$ cat config.mk
export PLATFORM = sky130hd
export DESIGN_NAME = hs_fifo
export DESIGN_NICKNAME = d
export VERILOG_FILES = /design/src/rtl/hs_fifo.sv
export SDC_FILE = /design/constraint.sdc
export NUM_CORES = 1
export LEC_CHECK = 0
export CAP_MARGIN = 5
export CORE_UTILIZATION = 35
export CTS_BUF_LIST = sky130_fd_sc_hd__clkbuf_8
export CTS_CLUSTER_SIZE = 8
export DETAILED_ROUTE_END_ITERATION = 8
export PLACE_DENSITY = 0.63
export RECOVER_POWER = 25
export SLEW_MARGIN = 20
export SYNTH_ARGS = -nofsm -noshare
export SYNTH_HDL_FRONTEND = slang
export SYNTH_SLANG_ARGS = --single-unit
$ cat constraint.sdc
create_clock -name clk -period 3.35 [get_ports clk]
set_input_delay 0.5025 -clock clk [delete_from_list [all_inputs] [get_ports clk]]
set_output_delay 0.5025 -clock clk [all_outputs]
set_load 0.02 [all_outputs]
$ cat src/rtl/hs_fifo.sv
// Ready/valid FIFO with pointer-based full/empty detection and an occupancy count.
// Optional zero-latency empty bypass, compiled in when HS_FIFO_BYPASS_EN is defined.
module hs_fifo #(
  parameter int unsigned width = 4,
  parameter int unsigned depth = 4
) (
  input  logic                       clk,
  input  logic                       rst,
  input  logic                       valid_up,
  output logic                       ready_up,
  input  logic [0:width-1]           data_up,
  output logic                       valid_down,
  input  logic                       ready_down,
  output logic [0:width-1]           data_down,
  output logic [$clog2(depth):0]     count
);

  localparam int unsigned AddrW = $clog2(depth);
  localparam int unsigned PtrW  = AddrW + 1;

  logic [0:width-1] mem_q [depth];
  logic [PtrW-1:0]  wr_ptr_q, wr_ptr_d;
  logic [PtrW-1:0]  rd_ptr_q, rd_ptr_d;
  logic [PtrW-1:0]  count_q, count_d;
  logic             full, empty;
  logic             push, pop;

  // Extra MSB on each pointer separates the full and empty cases when the index bits match.
  assign full  = (wr_ptr_q[AddrW] != rd_ptr_q[AddrW]) &&
                 (wr_ptr_q[AddrW-1:0] == rd_ptr_q[AddrW-1:0]);
  assign empty = (wr_ptr_q == rd_ptr_q);

  assign ready_up = ~full;
  assign count    = count_q;

`ifdef HS_FIFO_BYPASS_EN
  logic bypass;

  // An empty FIFO forwards the upstream word; it is stored only if downstream stalls.
  assign bypass     = empty && valid_up && ready_down;
  assign valid_down = ~empty | valid_up;
  assign data_down  = empty ? data_up : mem_q[rd_ptr_q[AddrW-1:0]];
  assign push       = valid_up && ready_up && ~bypass;
  assign pop        = ~empty && ready_down;
`else
  assign valid_down = ~empty;
  assign data_down  = mem_q[rd_ptr_q[AddrW-1:0]];
  assign push       = valid_up && ready_up;
  assign pop        = valid_down && ready_down;
`endif

  always_comb begin
    wr_ptr_d = wr_ptr_q;
    rd_ptr_d = rd_ptr_q;
    count_d  = count_q;
    if (push) begin
      wr_ptr_d = wr_ptr_q + PtrW'(1);
    end
    if (pop) begin
      rd_ptr_d = rd_ptr_q + PtrW'(1);
    end
    case ({push, pop})
      2'b10:   count_d = count_q + PtrW'(1);
      2'b01:   count_d = count_q - PtrW'(1);
      default: count_d = count_q;
    endcase
  end

  always_ff @(posedge clk or negedge rst) begin
    if (!rst) begin
      wr_ptr_q <= '0;
      rd_ptr_q <= '0;
      count_q  <= '0;
    end else begin
      wr_ptr_q <= wr_ptr_d;
      rd_ptr_q <= rd_ptr_d;
      count_q  <= count_d;
    end
  end

  // Storage is not reset; stale entries are unreachable once the pointers clear.
  always_ff @(posedge clk) begin
    if (push) begin
      mem_q[wr_ptr_q[AddrW-1:0]] <= data_up;
    end
  end

endmodule

# Yosys cells after proc, flatten, opt, wreduce, memory -nomap -nowiden
# Memories as Yosys holds them, arrays and structs flattened.
# Cells that the tools add are included.
# classes
n_reduce_logical,4
n_eq_ne,5
muxes,3
add_sub_neg,4
bitwise,2
# op_table
op,n
$add 3x1->3 const B,3
$pmux 3 s2,1
$eq 3x3->1,1
$logic_and 1x1->1,3
$sub 3x1->3 const B,1
$eq 2x1->1 const B,1
$eq 2x2->1,1
$eq 2x2->1 const B,1
$mux 1,2
$not 1->1,2
$reduce_bool 2->1,1
$ne 1x1->1,1
# word_totals
n_memories,1
ff_bits,9
ramBits,16
inputBits,8
out_inout_bits,9
# mem_list
memory,depth,width,read_ports,rd_clocked_by_memory_dff,write_ports,line,text
mem_q,4,4,1,0,1,21,logic [0:width-1] mem_q [depth];

# Logic depth before layout (Yosys ltp)
# logic_depth
word_depth,6
ltp_mapped,10
mapped_depth_nobuf,9

# Worst setup path after synthesis
# Ideal clock, no wire load.
# synth_timing
kind,flip-flop to flip-flop
from,reg rd_ptr_q[0]
to,"reg count_q[2], in the netlist count[2]"
synth_period_minus_slack_ps,2100
slack_ps,1250
path_stages_with_launch,10
n_path_buf,1
arrival_time_ps,2020
cell_sequence,dfrtp_1 > buf_6 > xor2_2 > o31ai_2 > ha_1 > inv_1 > fa_1 > xor2_1 > nor2_1 > xor2_1
# synth_via
elab_chain_len,6
# synth_rtl
element,line,text
"start, declared",23,"logic [PtrW-1:0] rd_ptr_q, rd_ptr_d;"
"start signal, assigned",76,rd_ptr_q <= rd_ptr_d;
$eq 2x2->1,30,(wr_ptr_q[AddrW-1:0] == rd_ptr_q[AddrW-1:0]);
$logic_and 1x1->1,29,assign full = (wr_ptr_q[AddrW] != rd_ptr_q[AddrW]) &&
$not 1->1,33,assign ready_up = ~full;
$logic_and 1x1->1,48,assign push = valid_up && ready_up;
$eq 2x1->1 or $eq 2x2->1 (tied branches),62,"case ({push, pop})"
$pmux 3 s2 or $reduce_bool 2->1 (tied branches),n/a,
"end signal, assigned",77,count_q <= count_d;
"end, declared",24,"logic [PtrW-1:0] count_q, count_d;"
# Several ways; a longest one is shown, not always the timed one.
# A chain may end at the register's enable or synchronous reset.

# Final worst setup path
# layout_timing
from,reg rd_ptr_q[0]
to,out data_down[3] in the netlist's numbering
# layout_via
elab_chain_len,1
# layout_rtl
element,line,text
$mem_v2 4x4,n/a,
"end, declared",14,"output logic [0:width-1] data_down,"
# Every way passes these cells.

==> impl_metrics.json <==
{
  "outcome": "finished, final reports clean",
  "diodes": 0,
  "critPathKind": "reg -> out",
  "clkTransAtPathRegs_ns": 0.09,
  "min_period_ns": 2.56,
  "finalHoldViolCount": 0,
  "vias": 708,
  "drive_gt1_share_pct": 12.6,
  "boundaryPins": 17,
  "start_util_pct": 36.6,
  "cts_tree": "built",
  "finalNetCount": 119,
  "r2r-start": "rd_ptr_q[0]",
  "cts.sinks": 25,
  "fin_setup_tns_ns": 0,
  "crit_start": "rd_ptr_q[0]",
  "drc": 0,
  "vdd_ir_drop_max_v": 0.000476,
  "ys_seq_elements": 25,
  "syn2layout_area_growth_pct": 20.3,
  "fmaxAchievable_mhz": 390,
  "instances_no_fill": 149,
  "die_area_um2": 3760,
  "final_util_pct": 44.0,
  "gp_congestion": 0.791,
  "routedWlPerCell_um": 14.2,
  "netlist.area_leader.share_pct": 39.0,
  "grt_pass1_wl_um": 3310,
  "gr-usage-met2_pct": 21.4,
  "synth.most_common_cell": "edfxtp_1",
  "gr-usage-met1_pct": 16.4,
  "endpoint_kind": "output port",
  "fill_cells": 328,
  "met3_usage_pct": 2.31,
  "worst_setup_path_start_kind": "flop",
  "period_share_pct": 76.6,
  "cts_root_buf": "clkbuf_8",
  "syn-num-nets": 100,
  "grt-ovfl-total": 0,
  "postCtsHoldBufs": 0,
  "power.density_nw_per_um2": 1000,
  "multi_input_area_um2": 483,
  "syn_inst": 85,
  "syn-cell-area_um2": 1230,
  "drt_iter0_drc": 28,
  "cts_buffer_depth": 2,
  "ys_types": 26,
  "htree_levels": 1,
  "async_reset_ff_share_pct": 36.0,
  "synthFlopType": "edfxtp_1",
  "drt-total-wl_um": 2120,
  "finalClockSkew_ns": 0.00231,
  "postCtsSetupBuffers": 0,
  "core_region_area_um2": 3360,
  "critPathRequiredTime_ns": 2.85,
  "crit_fanout": 8,
  "die_h_um": 61.3,
  "synth_edf_count": 16,
  "ctsResizeCount": 0,
  "synth_top_cell_by_area": "edfxtp_1",
  "maxSlewViolCount": 0,
  "grt_setup_unrepaired": "no",
  "arrival_ns": 2.06,
  "grtUsageTotal_pct": 12.5,
  "hold_path_class": "reg -> reg",
  "yosys_warnings": 0,
  "synthTopCellsByCount": "edfxtp_1 (16), dfrtp_1 (9), inv_1 (7)",
  "portBuffers": 16,
  "synth.area.top_cells": "edfxtp_1 (39%), dfrtp_1 (18%), mux4_2 (7.3%)",
  "antenna_found_initial": 0,
  "clk_latency_ns": 0.26,
  "leakage_uw": 0.000561,
  "hpwlAfterDp_um": 1610,
  "holdCritStartpoint": "count[2]",
  "cts_buffers": 3,
  "antenna_left": 0,
  "grt_pass1_vias": 723,
  "num_rows": 21,
  "drt-pass1-iter-count": 4,
  "die_w_um": 61.3,
  "ys_seq_area_share_pct": 57.3,
  "setup_viol": 0,
  "maxSlewHeadroom_pct": 65.6,
  "place_inst": 145,
  "grt_max_degree": 16,
  "syn_area_per_cell_um2": 14.5,
  "drv_cap": 0,
  "top_usage_layer": "met2",
  "tightest_slew_ns": 0.517,
  "seq_area_um2": 706,
  "viasPerCell": 4.75
}
==> logic make-up after synthesis <==
logic type               share of synthesized area (%)
adder cells (fa/ha/maj)                           7.72
XOR/XNOR                                          9.76
AO/OA/AOI/OAI                                     8.43
multiplexers                                      7.32
buffers and inverters                             3.46
AND/OR/NAND/NOR                                   6.00
flip-flops                                        57.3
==> power by group <==
group	total [uW]	switching (uW)	leakage (uW)	internal (uW)
logic	754	394	0.000284	361
clock network	178	94.4	0.0000217	84.0
registers	548	117	0.000255	431
==> layout by cell type (no fill, tap or decap) <==
cell type / n
nand2b_1: 2
and3_1: 3
dlygate4sd3_1: 3
a211o_1: 1
nand2_1: 4
a31oi_2: 1
o31ai_2: 1
clkbuf_8: 3
o21ai_0: 1
nand3_2: 1
xnor2_1: 5
dfrtp_1: 9
a21oi_1: 4
nand3_1: 1
a211oi_1: 3
nor3_1: 1
nor2_1: 2
inv_1: 7
clkinvlp_4: 1
xor2_1: 5
xor2_2: 1
edfxtp_1: 16
xnor2_2: 1
mux4_2: 4
o31ai_1: 3
ha_1: 6
clkdlybuf4s50_1: 13
fa_1: 1
==> state kept, by name, summed over array words and instances, names as in the netlist <==
name,flops
mem_q,16
count,3
rd_ptr_q,3
wr_ptr_q,3
==> critical path, cell delays in order (launching register included) <==
cell and delay [ns]:
dfrtp_1 0.68, mux4_2 0.57, clkdlybuf4s50_1 0.55
==> path summary, 6_finish.rpt <==
check,endpoint,cells past startpoint,slack [ns]
worst max-delay path,data_down[3],2,0.79
worst min-delay path,count[2],1,0.48
worst max register to register,count[1],7,0.96
worst min register to register,count[2],1,0.48
max in group asynchronous,rd_ptr_q[1],1,2.45
min in group asynchronous,count[1],1,0.60
==> stage by stage <==
step	instance area, um2	setup WS (ns)	hold slack (ns)	total power (uW)
after floorplan	1230	1.25	0.207	1080
final	1480	0.785	0.482	1480
after global routing	1480	0.704	0.518	1590
after CTS	1480	0.746	0.480	1500
after global placement	1430	0.997	0.471	1300
after detailed placement	1430	0.913	0.457	1310
==> final cells by class <==
| cell class | instances | share of cell area [%] |
|---|---|---|
| Clock buffer | 3 | 2.79 |
| Clock inverter | 1 | 0.507 |
| Inverter | 7 | 1.77 |
| Multi-Input combinational cell | 51 | 32.6 |
| Sequential cell | 25 | 47.6 |
| Tap cell | 46 | 3.89 |
| Timing Repair Buffer | 16 | 10.8 |
==> per-layer routing <==
layer	vias up	share of wire [%]
met5	-	0
met4	0	0
met3	0	5.3
met2	19	50
met1	345	45
li1	344	-
Power figures use the tool's default switching activity.
